===== src/rtl/fpu_adapter_pkg.sv =====
// Shared types and constants for the FMA stream adapter.
// Request words pack A, B, C at field indices 0, 1, 2.
package fpu_adapter_pkg;

    typedef enum logic [1:0] {
        ST_IDLE,
        ST_ISSUE,
        ST_WAIT_RES,
        ST_DELIVER
    } state_e;

    localparam int unsigned REQ_A      = 0;
    localparam int unsigned REQ_B      = 1;
    localparam int unsigned REQ_C      = 2;
    localparam int unsigned REQ_FIELDS = 3;

    function automatic int unsigned ptr_w(input int unsigned depth);
        return (depth > 1) ? $clog2(depth) : 1;
    endfunction

endpackage


===== src/rtl/fpu_req_fifo.sv =====
// Request FIFO holding packed {C,B,A} operand words.
// Caller guarantees no push when full and no pop when empty.
module fpu_req_fifo
    import fpu_adapter_pkg::*;
#(
    parameter  int unsigned W     = 96,
    parameter  int unsigned DEPTH = 4,
    localparam int unsigned PW    = ptr_w(DEPTH)
) (
    input  logic          clk_i,
    input  logic          rst_i,
    input  logic          push,
    input  logic [W-1:0]  wdata,
    input  logic          pop,
    output logic [W-1:0]  rdata,
    output logic          full,
    output logic          empty,
    output logic [PW:0]   count
);

    logic [W-1:0]  mem [DEPTH];
    logic [PW-1:0] wr_ptr;
    logic [PW-1:0] rd_ptr;

    assign full  = (count == (PW+1)'(DEPTH));
    assign empty = (count == '0);
    assign rdata = mem[rd_ptr];

    always_ff @(posedge clk_i) begin
        if (push) mem[wr_ptr] <= wdata;
    end

    always_ff @(posedge clk_i or negedge rst_i) begin
        if (!rst_i) begin
            wr_ptr <= '0;
            rd_ptr <= '0;
            count  <= '0;
        end else begin
            if (push) wr_ptr <= wr_ptr + 1'b1;
            if (pop)  rd_ptr <= rd_ptr + 1'b1;
            case ({push, pop})
                2'b10:   count <= count + 1'b1;
                2'b01:   count <= count - 1'b1;
                default: ;
            endcase
        end
    end

endmodule


===== src/rtl/fpu_stream_adapter.sv =====
// Bridges the feeder's pulse interface to the FMA core's AXI4-Stream
// channels, one operation in flight at a time.
module fpu_stream_adapter
    import fpu_adapter_pkg::*;
#(
    parameter int unsigned XLEN       = 32,
    parameter int unsigned FIFO_DEPTH = 4,
    parameter int unsigned LAT_W      = 16
) (
    input  logic             clk_i,
    input  logic             rst_i,
    input  logic             valid_i,
    input  logic [XLEN-1:0]  dataA_i,
    input  logic [XLEN-1:0]  dataB_i,
    input  logic [XLEN-1:0]  dataC_i,
    output logic             result_valid_o,
    output logic [XLEN-1:0]  result_data_o,
    output logic             s_axis_a_tvalid_o,
    input  logic             s_axis_a_tready_i,
    output logic [XLEN-1:0]  s_axis_a_tdata_o,
    output logic             s_axis_b_tvalid_o,
    input  logic             s_axis_b_tready_i,
    output logic [XLEN-1:0]  s_axis_b_tdata_o,
    output logic             s_axis_c_tvalid_o,
    input  logic             s_axis_c_tready_i,
    output logic [XLEN-1:0]  s_axis_c_tdata_o,
    input  logic             m_axis_result_tvalid_i,
    output logic             m_axis_result_tready_o,
    input  logic [XLEN-1:0]  m_axis_result_tdata_i,
    output logic             busy_o,
    output logic             overflow_o,
    output logic [LAT_W-1:0] last_latency_o
);

    localparam int unsigned RW = REQ_FIELDS * XLEN;
    localparam int unsigned PW = ptr_w(FIFO_DEPTH);

    state_e            state, state_nx;
    logic              push, pop, full, empty;
    logic [PW:0]       count;
    logic [RW-1:0]     req_wdata, req_rdata;
    logic              a_vld, b_vld, c_vld;
    logic [XLEN-1:0]   a_q, b_q, c_q;
    logic              a_left, b_left, c_left;
    logic              res_hs;
    logic [LAT_W-1:0]  lat_cnt, lat_inc;

    assign req_wdata = {dataC_i, dataB_i, dataA_i};
    assign push      = valid_i && !full;

    fpu_req_fifo #(
        .W     (RW),
        .DEPTH (FIFO_DEPTH)
    ) u_fifo (
        .clk_i (clk_i),
        .rst_i (rst_i),
        .push  (push),
        .wdata (req_wdata),
        .pop   (pop),
        .rdata (req_rdata),
        .full  (full),
        .empty (empty),
        .count (count)
    );

    assign a_left  = a_vld && !s_axis_a_tready_i;
    assign b_left  = b_vld && !s_axis_b_tready_i;
    assign c_left  = c_vld && !s_axis_c_tready_i;
    assign res_hs  = m_axis_result_tvalid_i && m_axis_result_tready_o;
    assign lat_inc = (lat_cnt == '1) ? lat_cnt : lat_cnt + 1'b1;

    assign s_axis_a_tvalid_o = a_vld;
    assign s_axis_b_tvalid_o = b_vld;
    assign s_axis_c_tvalid_o = c_vld;
    assign s_axis_a_tdata_o  = a_q;
    assign s_axis_b_tdata_o  = b_q;
    assign s_axis_c_tdata_o  = c_q;
    assign busy_o = (count != '0) || (state != ST_IDLE);

    always_ff @(posedge clk_i or negedge rst_i) begin
        if (!rst_i) state <= ST_IDLE;
        else        state <= state_nx;
    end

    always_comb begin
        state_nx               = state;
        pop                    = 1'b0;
        m_axis_result_tready_o = 1'b0;
        result_valid_o         = 1'b0;
        unique case (state)
            ST_IDLE: begin
                if (!empty) begin
                    pop      = 1'b1;
                    state_nx = ST_ISSUE;
                end
            end
            ST_ISSUE: begin
                if (!(a_left || b_left || c_left)) state_nx = ST_WAIT_RES;
            end
            ST_WAIT_RES: begin
                m_axis_result_tready_o = 1'b1;
                if (m_axis_result_tvalid_i) state_nx = ST_DELIVER;
            end
            ST_DELIVER: begin
                result_valid_o = 1'b1;
                state_nx       = ST_IDLE;
            end
            default: state_nx = ST_IDLE;
        endcase
    end

    // Each operand channel retires on its own handshake.
    always_ff @(posedge clk_i or negedge rst_i) begin
        if (!rst_i) begin
            a_vld <= 1'b0;
            b_vld <= 1'b0;
            c_vld <= 1'b0;
            a_q   <= '0;
            b_q   <= '0;
            c_q   <= '0;
        end else if (pop) begin
            a_vld <= 1'b1;
            b_vld <= 1'b1;
            c_vld <= 1'b1;
            a_q   <= req_rdata[REQ_A*XLEN +: XLEN];
            b_q   <= req_rdata[REQ_B*XLEN +: XLEN];
            c_q   <= req_rdata[REQ_C*XLEN +: XLEN];
        end else begin
            if (a_vld && s_axis_a_tready_i) a_vld <= 1'b0;
            if (b_vld && s_axis_b_tready_i) b_vld <= 1'b0;
            if (c_vld && s_axis_c_tready_i) c_vld <= 1'b0;
        end
    end

    always_ff @(posedge clk_i or negedge rst_i) begin
        if (!rst_i) begin
            lat_cnt        <= '0;
            last_latency_o <= '0;
            result_data_o  <= '0;
            overflow_o     <= 1'b0;
        end else begin
            if (valid_i && full) overflow_o <= 1'b1;
            if (pop) begin
                lat_cnt <= '0;
            end else if (state == ST_ISSUE || state == ST_WAIT_RES) begin
                lat_cnt <= lat_inc;
            end
            if (res_hs) begin
                result_data_o  <= m_axis_result_tdata_i;
                last_latency_o <= lat_inc;
            end
        end
    end

endmodule


===== config.mk =====
export PLATFORM = sky130hd
export DESIGN_NAME = fpu_stream_adapter
export DESIGN_NICKNAME = d
export VERILOG_FILES = /design/src/rtl/fpu_adapter_pkg.sv /design/src/rtl/fpu_req_fifo.sv /design/src/rtl/fpu_stream_adapter.sv
export SDC_FILE = /design/constraint.sdc
export NUM_CORES = 1
export LEC_CHECK = 0
export CAP_MARGIN = 10
export CORE_AREA = 2 2 220 222
export CTS_BUF_LIST = sky130_fd_sc_hd__clkbuf_2 sky130_fd_sc_hd__clkbuf_4 sky130_fd_sc_hd__clkbuf_8
export DETAILED_ROUTE_END_ITERATION = 16
export DIE_AREA = 0 0 222 224
export PLACE_DENSITY = 0.71
export SLEW_MARGIN = 20
export SYNTH_ARGS = -nofsm -noshare
export SYNTH_HDL_FRONTEND = slang
export SYNTH_SLANG_ARGS = --single-unit
export TNS_END_PERCENT = 100

===== constraint.sdc =====
create_clock -name clk_i -period 4.1 [get_ports clk_i]
set_clock_uncertainty 0.1 [all_clocks]
set_input_delay 0.615 -clock clk_i [delete_from_list [all_inputs] [get_ports clk_i]]
set_output_delay 0.615 -clock clk_i [all_outputs]
set_load 0.01 [all_outputs]

# --- Word level (Yosys, flattened, before mapping) ---
# Memory sizes are Yosys's and may differ from the RTL's. A register that Yosys moved wholly into a read port is not among the register bits.
# Index checks and enable logic that the tools add are counted.
totals:
  ram_bits: 384
  input_bits: 135
  reg_bits: 77
  mem_count: 1
  output_inout_bits: 151
classes:
  addsub: 5
  muxes: 20
  eq_ne: 10
  reduce_logical: 28
memory_table:
  columns: ["name", "depth", "width", "rd", "rd_clocked_by_memory_dff", "wr", "line_no", "text"]
  rows:
  - ["u_fifo.mem", 4, 96, 1, 1, 1, "fpu_req_fifo.sv:21", "logic [W-1:0] mem [DEPTH];"]
op_table:
  columns: ["operator", "count"]
  rows:
  - ["$mux W16", 3]
  - ["$add A16 B1 Y16 const B", 1]
  - ["$eq A16 B16 Y1 const B", 1]
  - ["$mux W1", 12]
  - ["$reduce_bool A2 Y1", 6]
  - ["$logic_and A1 B1 Y1", 9]
  - ["$pmux W2 S4", 1]
  - ["$eq A2 B2 Y1 const B", 3]
  - ["$mux W2", 3]
  - ["$ne A2 B2 Y1 const B", 3]
  - ["$pmux W3 S2", 1]
  - ["$logic_not A1 Y1", 5]
  - ["$add A2 B1 Y2 const B", 2]
  - ["$eq A2 B1 Y1 const B", 2]
  - ["$logic_or A1 B1 Y1", 4]
  - ["$add A3 B1 Y3 const B", 1]
  - ["$eq A3 B3 Y1 const B", 1]
  - ["$logic_not A3 Y1", 1]
  - ["$reduce_and A3 Y1", 1]
  - ["$reduce_bool A3 Y1", 1]
  - ["$sub A3 B1 Y3 const B", 1]
  - ["$logic_not A2 Y1", 1]

# --- Logic depth before layout (Yosys ltp) ---
depth:
  depth_word: 6
  ltp_mapped: 11
  depth_no_buf: 10

# --- Cells and area by module ---
# From an unflattened synthesis, not the netlist that was laid out.
hier_totals:
  cells_unflattened: 1310
  area_unflattened_um2: 21077.7
by_module_without_submodules:
  columns: ["mod", "seq_area_each_um2", "cells_each", "area_each_um2", "n_inst"]
  rows:
  - ["fpu_req_fifo", 11706.2, 539, 14227.4, 1]
  - ["fpu_stream_adapter", 4154.0, 771, 6850.3, 1]

# --- Worst setup path after synthesis ---
# Ideal clock, no wire load.
synth_timing:
  kind: "input-to-reg"
  from: "input port valid_i"
  to: "memory u_fifo.mem[0][0], enable pin"
  path_stages: 2
  n_path_buf: 0
  slack_ps: 273
  arrival_time_ps: 3261
  setup_time_ps: 466
  required_time_ps: 3534
  path_cell_list: "a21boi_1 -> and2_1"
synth_via:
  elab_chain_len: 3
synth_lines:
  columns: ["element", "line_no", "text"]
  rows:
  - ["from (decl)", "fpu_stream_adapter.sv:12", "input logic valid_i,"]
  - ["$logic_and A1 B1 Y1", "fpu_stream_adapter.sv:49", "assign push = valid_i && !full;"]
  - ["$mux W1", "fpu_req_fifo.sv:30", "if (push) mem[wr_ptr] <= wdata;"]
  - ["$mux W1 (not written as such)", "fpu_req_fifo.sv:30", null]
  - ["to (decl)", "fpu_req_fifo.sv:21", null]
# No other way between the ends.

# --- Worst setup path in the final report ---
layout_timing:
  from: "register state[1]"
  to: "output port busy_o"
layout_via:
  elab_chain_len: 2
layout_lines:
  columns: ["element", "line_no", "text"]
  rows:
  - ["from (decl)", "fpu_stream_adapter.sv:38", "state_e state, state_nx;"]
  - ["from (signal assigned)", "fpu_stream_adapter.sv:82", "else state <= state_nx;"]
  - ["$reduce_bool A2 Y1", "fpu_stream_adapter.sv:78", "assign busy_o = (count != '0) || (state != ST_IDLE);"]
  - ["$logic_or A1 B1 Y1", "fpu_stream_adapter.sv:78", null]
  - ["to (decl)", "fpu_stream_adapter.sv:30", "output logic busy_o,"]
# No other way between the ends.

==> impl_metrics.json <==
{
  "run_status": "complete, no violations",
  "io_buffer_count": 285,
  "setup_total_negative_slack_ns": 0,
  "top_level_ports": 286,
  "hp-class": "reg -> reg",
  "route.detailed.drc": 0,
  "grt_max_degree": 78,
  "final.period_utilization_pct": 70.5,
  "synthDominantAreaCellType": "edfxtp_1",
  "synthesis.area_um2": 21000,
  "synth_edf_count": 384,
  "layout.filler_cells": 3750,
  "p_total_mw": 20.1,
  "dp_cells": 2154,
  "max-slew-margin-rel_pct": 35.7,
  "antenna_found_initial": 8,
  "dp_hpwl_mm": 28.6,
  "die_area_um2": 49700,
  "syn_avg_cell_area_um2": 16.2,
  "timing.critical_path.cells": "inv_1, ha_1, nand3b_1, clkdlybuf4s50_1",
  "post_layout_nonfiller_instances": 2330,
  "cts_tree": "done",
  "worst_slew_pin_slew_ns": 0.965,
  "cellPowerDensity_nw_per_um2": 747,
  "arrival_ns": 2.17,
  "crit_fanout": 4,
  "area_delta_synth_final_pct": 27.7,
  "grt_first_pass_wirelength_mm": 72.3,
  "cts_max_level": 3,
  "groute.usage.overall_pct": 19.0,
  "path_class": "reg -> out",
  "synth-warning-count": 0,
  "initial_core_util_pct": 44.5,
  "synth.area.top_cells": "edfxtp_1, dfrtp_1, mux4_2",
  "vdd_ir_drop_max_v": 0.000478,
  "timing.critical_path.slowest_cell_delay_ns": 0.53,
  "vias": 11994,
  "critical_path.startpoint_type": "flop",
  "drt-wirelength-per-cell_um": 19.9,
  "placement.setup.worst_slack_ns": 1.02,
  "layout-drive-gt1-share_pct": 17.5,
  "clock_latency_ns": 0.66,
  "gp_routability_congestion": 0.797,
  "dieHeight_um": 224,
  "rsz0062_at_grt": "false",
  "finalMaxSlewViolations": 0,
  "timing.hold.ws_ns": 0.373,
  "core.rowCount": 80,
  "firstDrtPassIters": 5,
  "globalRoute.totalOverflow": 0,
  "synth_sequential_area_ratio_pct": 75.4,
  "critical_path_required_ns": 3.38,
  "post_synthesis_sequential_element_count": 557,
  "power_leakage_nw": 10.2,
  "crit_path_top_delay_cell": "clkdlybuf4s50_1",
  "cts.sink_count": 557,
  "dominantRegCellSynth": "edfxtp_1",
  "cp-end-kind": "output port",
  "cts_root_buf": "clkbuf_8",
  "fmax_mhz": 346,
  "drtIter0Drc": 975,
  "drt.antenna.violating_nets": 0,
  "reg2reg_slack_ns": 1.44,
  "post_synth_num_cell_types": 56,
  "hold_viol_final": 0,
  "synth_top_area_share_pct": 54.8,
  "mappedNetlistNets": 1443,
  "clkTransAtPathRegs_ns": 0.06,
  "timing.final.setup_violations": 0,
  "route.final.wire_length_mm": 46.4,
  "min_period_ns": 2.89,
  "post_cts_resized": 0,
  "design.final.nets": 1780,
  "clk_path_buf_depth": 3,
  "crit_family": "buffers and inverters",
  "async_reset_ff_share_pct": 31.1,
  "cts_made_buffers": 91,
  "via_per_inst": 5.15,
  "timing.critical_path.buf_inv": 2,
  "first_global_vias": 12689,
  "core_region_area_um2": 47300,
  "die_w_um": 222,
  "postSynthCellCount": 1296,
  "final_critical_path_setup_slack_ns": 1.21,
  "cap_viol_max_count": 0
}
## through the flow
step	cell area, um2	util (%)
6_report	26900	56.8
5_1_grt	26900	56.7
4_1_cts	26900	56.7
3_5_place_dp	24700	52.2
3_3_place_gp	24700	52.2
2_1_floorplan	21000	-
## sequential cells by signal, summed over array words and instances, names as in the netlist, 2 cells and up
signal	flops
u_fifo.mem	384
result_data_o	32
s_axis_a_tdata_o	32
s_axis_b_tdata_o	32
s_axis_c_tdata_o	32
last_latency_o	16
lat_cnt	16
u_fifo.count	3
state	2
u_fifo.rd_ptr	2
u_fifo.wr_ptr	2
## routing by layer
metal,global-route usage (%),wire length (um)
met3,4.67,2770
met4,7.06,1070
met5,0,41
met2,31.1,22800
met1,24.8,19800
## placed cells by master, fill, tap and decap left out, types with 12 or more instances in the layout
master,n
nand2_1,403
a21oi_1,14
clkdlybuf4s50_1,284
clkbuf_4,14
clkbuf_8,108
bufinv_16,12
mux4_2,96
clkinv_2,20
edfxtp_1,384
nor2_1,14
dfrtp_1,171
## worst reg2reg max path, cell delays in order (launching register included)
cell	delay (ns)
dfrtp_1	0.41
inv_1	0.14
ha_1	0.26
o31ai_4	0.11
inv_4	0.35
buf_4	0.84
nand2_1	0.17
xnor2_1	0.16
## area by class of cell
| type | instances | area (um2) | area share, % |
|---|---|---|---|
| Inverter | 12 | 47.5 | 0.177 |
| Clock inverter | 50 | 561 | 2.09 |
| Sequential cell | 557 | 15900 | 59.0 |
| Multi-Input combinational cell | 663 | 4870 | 18.1 |
| Clock buffer | 121 | 1580 | 5.87 |
| Timing Repair Buffer | 308 | 3170 | 11.8 |
| Tap cell | 615 | 769 | 2.86 |
| Antenna cell | 4 | 10.0 | 0.0372 |
## timing repair
item	4_1_cts	5_1_grt
hold buffers	1	0
endpoints found under the hold margin	70	0
buffers inserted	0	0
## report_power, final
part / total [mW] / leakage, nW / switching, mW / internal (mW)
Combinational: 6.20 / 3.45 / 3.25 / 2.96
Clock: 5.51 / 1.11 / 2.22 / 3.29
Sequential: 8.35 / 5.68 / 0.727 / 7.62
Total: 20.1 / 10.2 / 6.20 / 13.9
## synthesized netlist by cell type, drive strengths merged (2+ instances only)
cell,n
and4,3
nand4,7
clkbuf,32
a31o,2
ha,11
o311ai,2
a31oi,7
or3,5
or4,10
inv,12
and3,7
nand2,403
xnor2,5
nand2b,3
and2,7
nor3,5
o31ai,12
o21ai,8
nor2b,4
dfrtp,173
o211ai,2
nor2,14
a211oi,2
nor3b,2
a21oi,14
edfxtp,384
mux2i,2
or2,3
buf,31
xor2,3
nor4,3
a311oi,3
mux4,96
nand3,12
## worst paths after layout
path                                    from             endpoint  cells past startpoint
min reg2reg                result_data_o[17]    result_data_o[17]                      2
min                        result_data_o[17]    result_data_o[17]                      2
max in group asynchronous              rst_i  s_axis_c_tdata_o[6]                      3
max reg2reg                         state[1]     u_fifo.rd_ptr[1]                      7
max                                 state[1]               busy_o                      4
min in group asynchronous              rst_i      u_fifo.count[2]                      2
## cells by family (layout without fill, tap and decap cells)
logic type / after synthesis / in the layout / share of synthesized area (%)
compound gates: 56 / 56 / 1.75
other cells: 0 / 4 / 0
buf+inv: 76 / 491 / 1.62
flops: 557 / 557 / 75.4
xor+xnor: 8 / 8 / 0.333
fa+ha+maj: 12 / 12 / 0.749
mux: 98 / 98 / 10.4
simple gates: 489 / 489 / 9.82
Power figures use the tool's default switching activity.
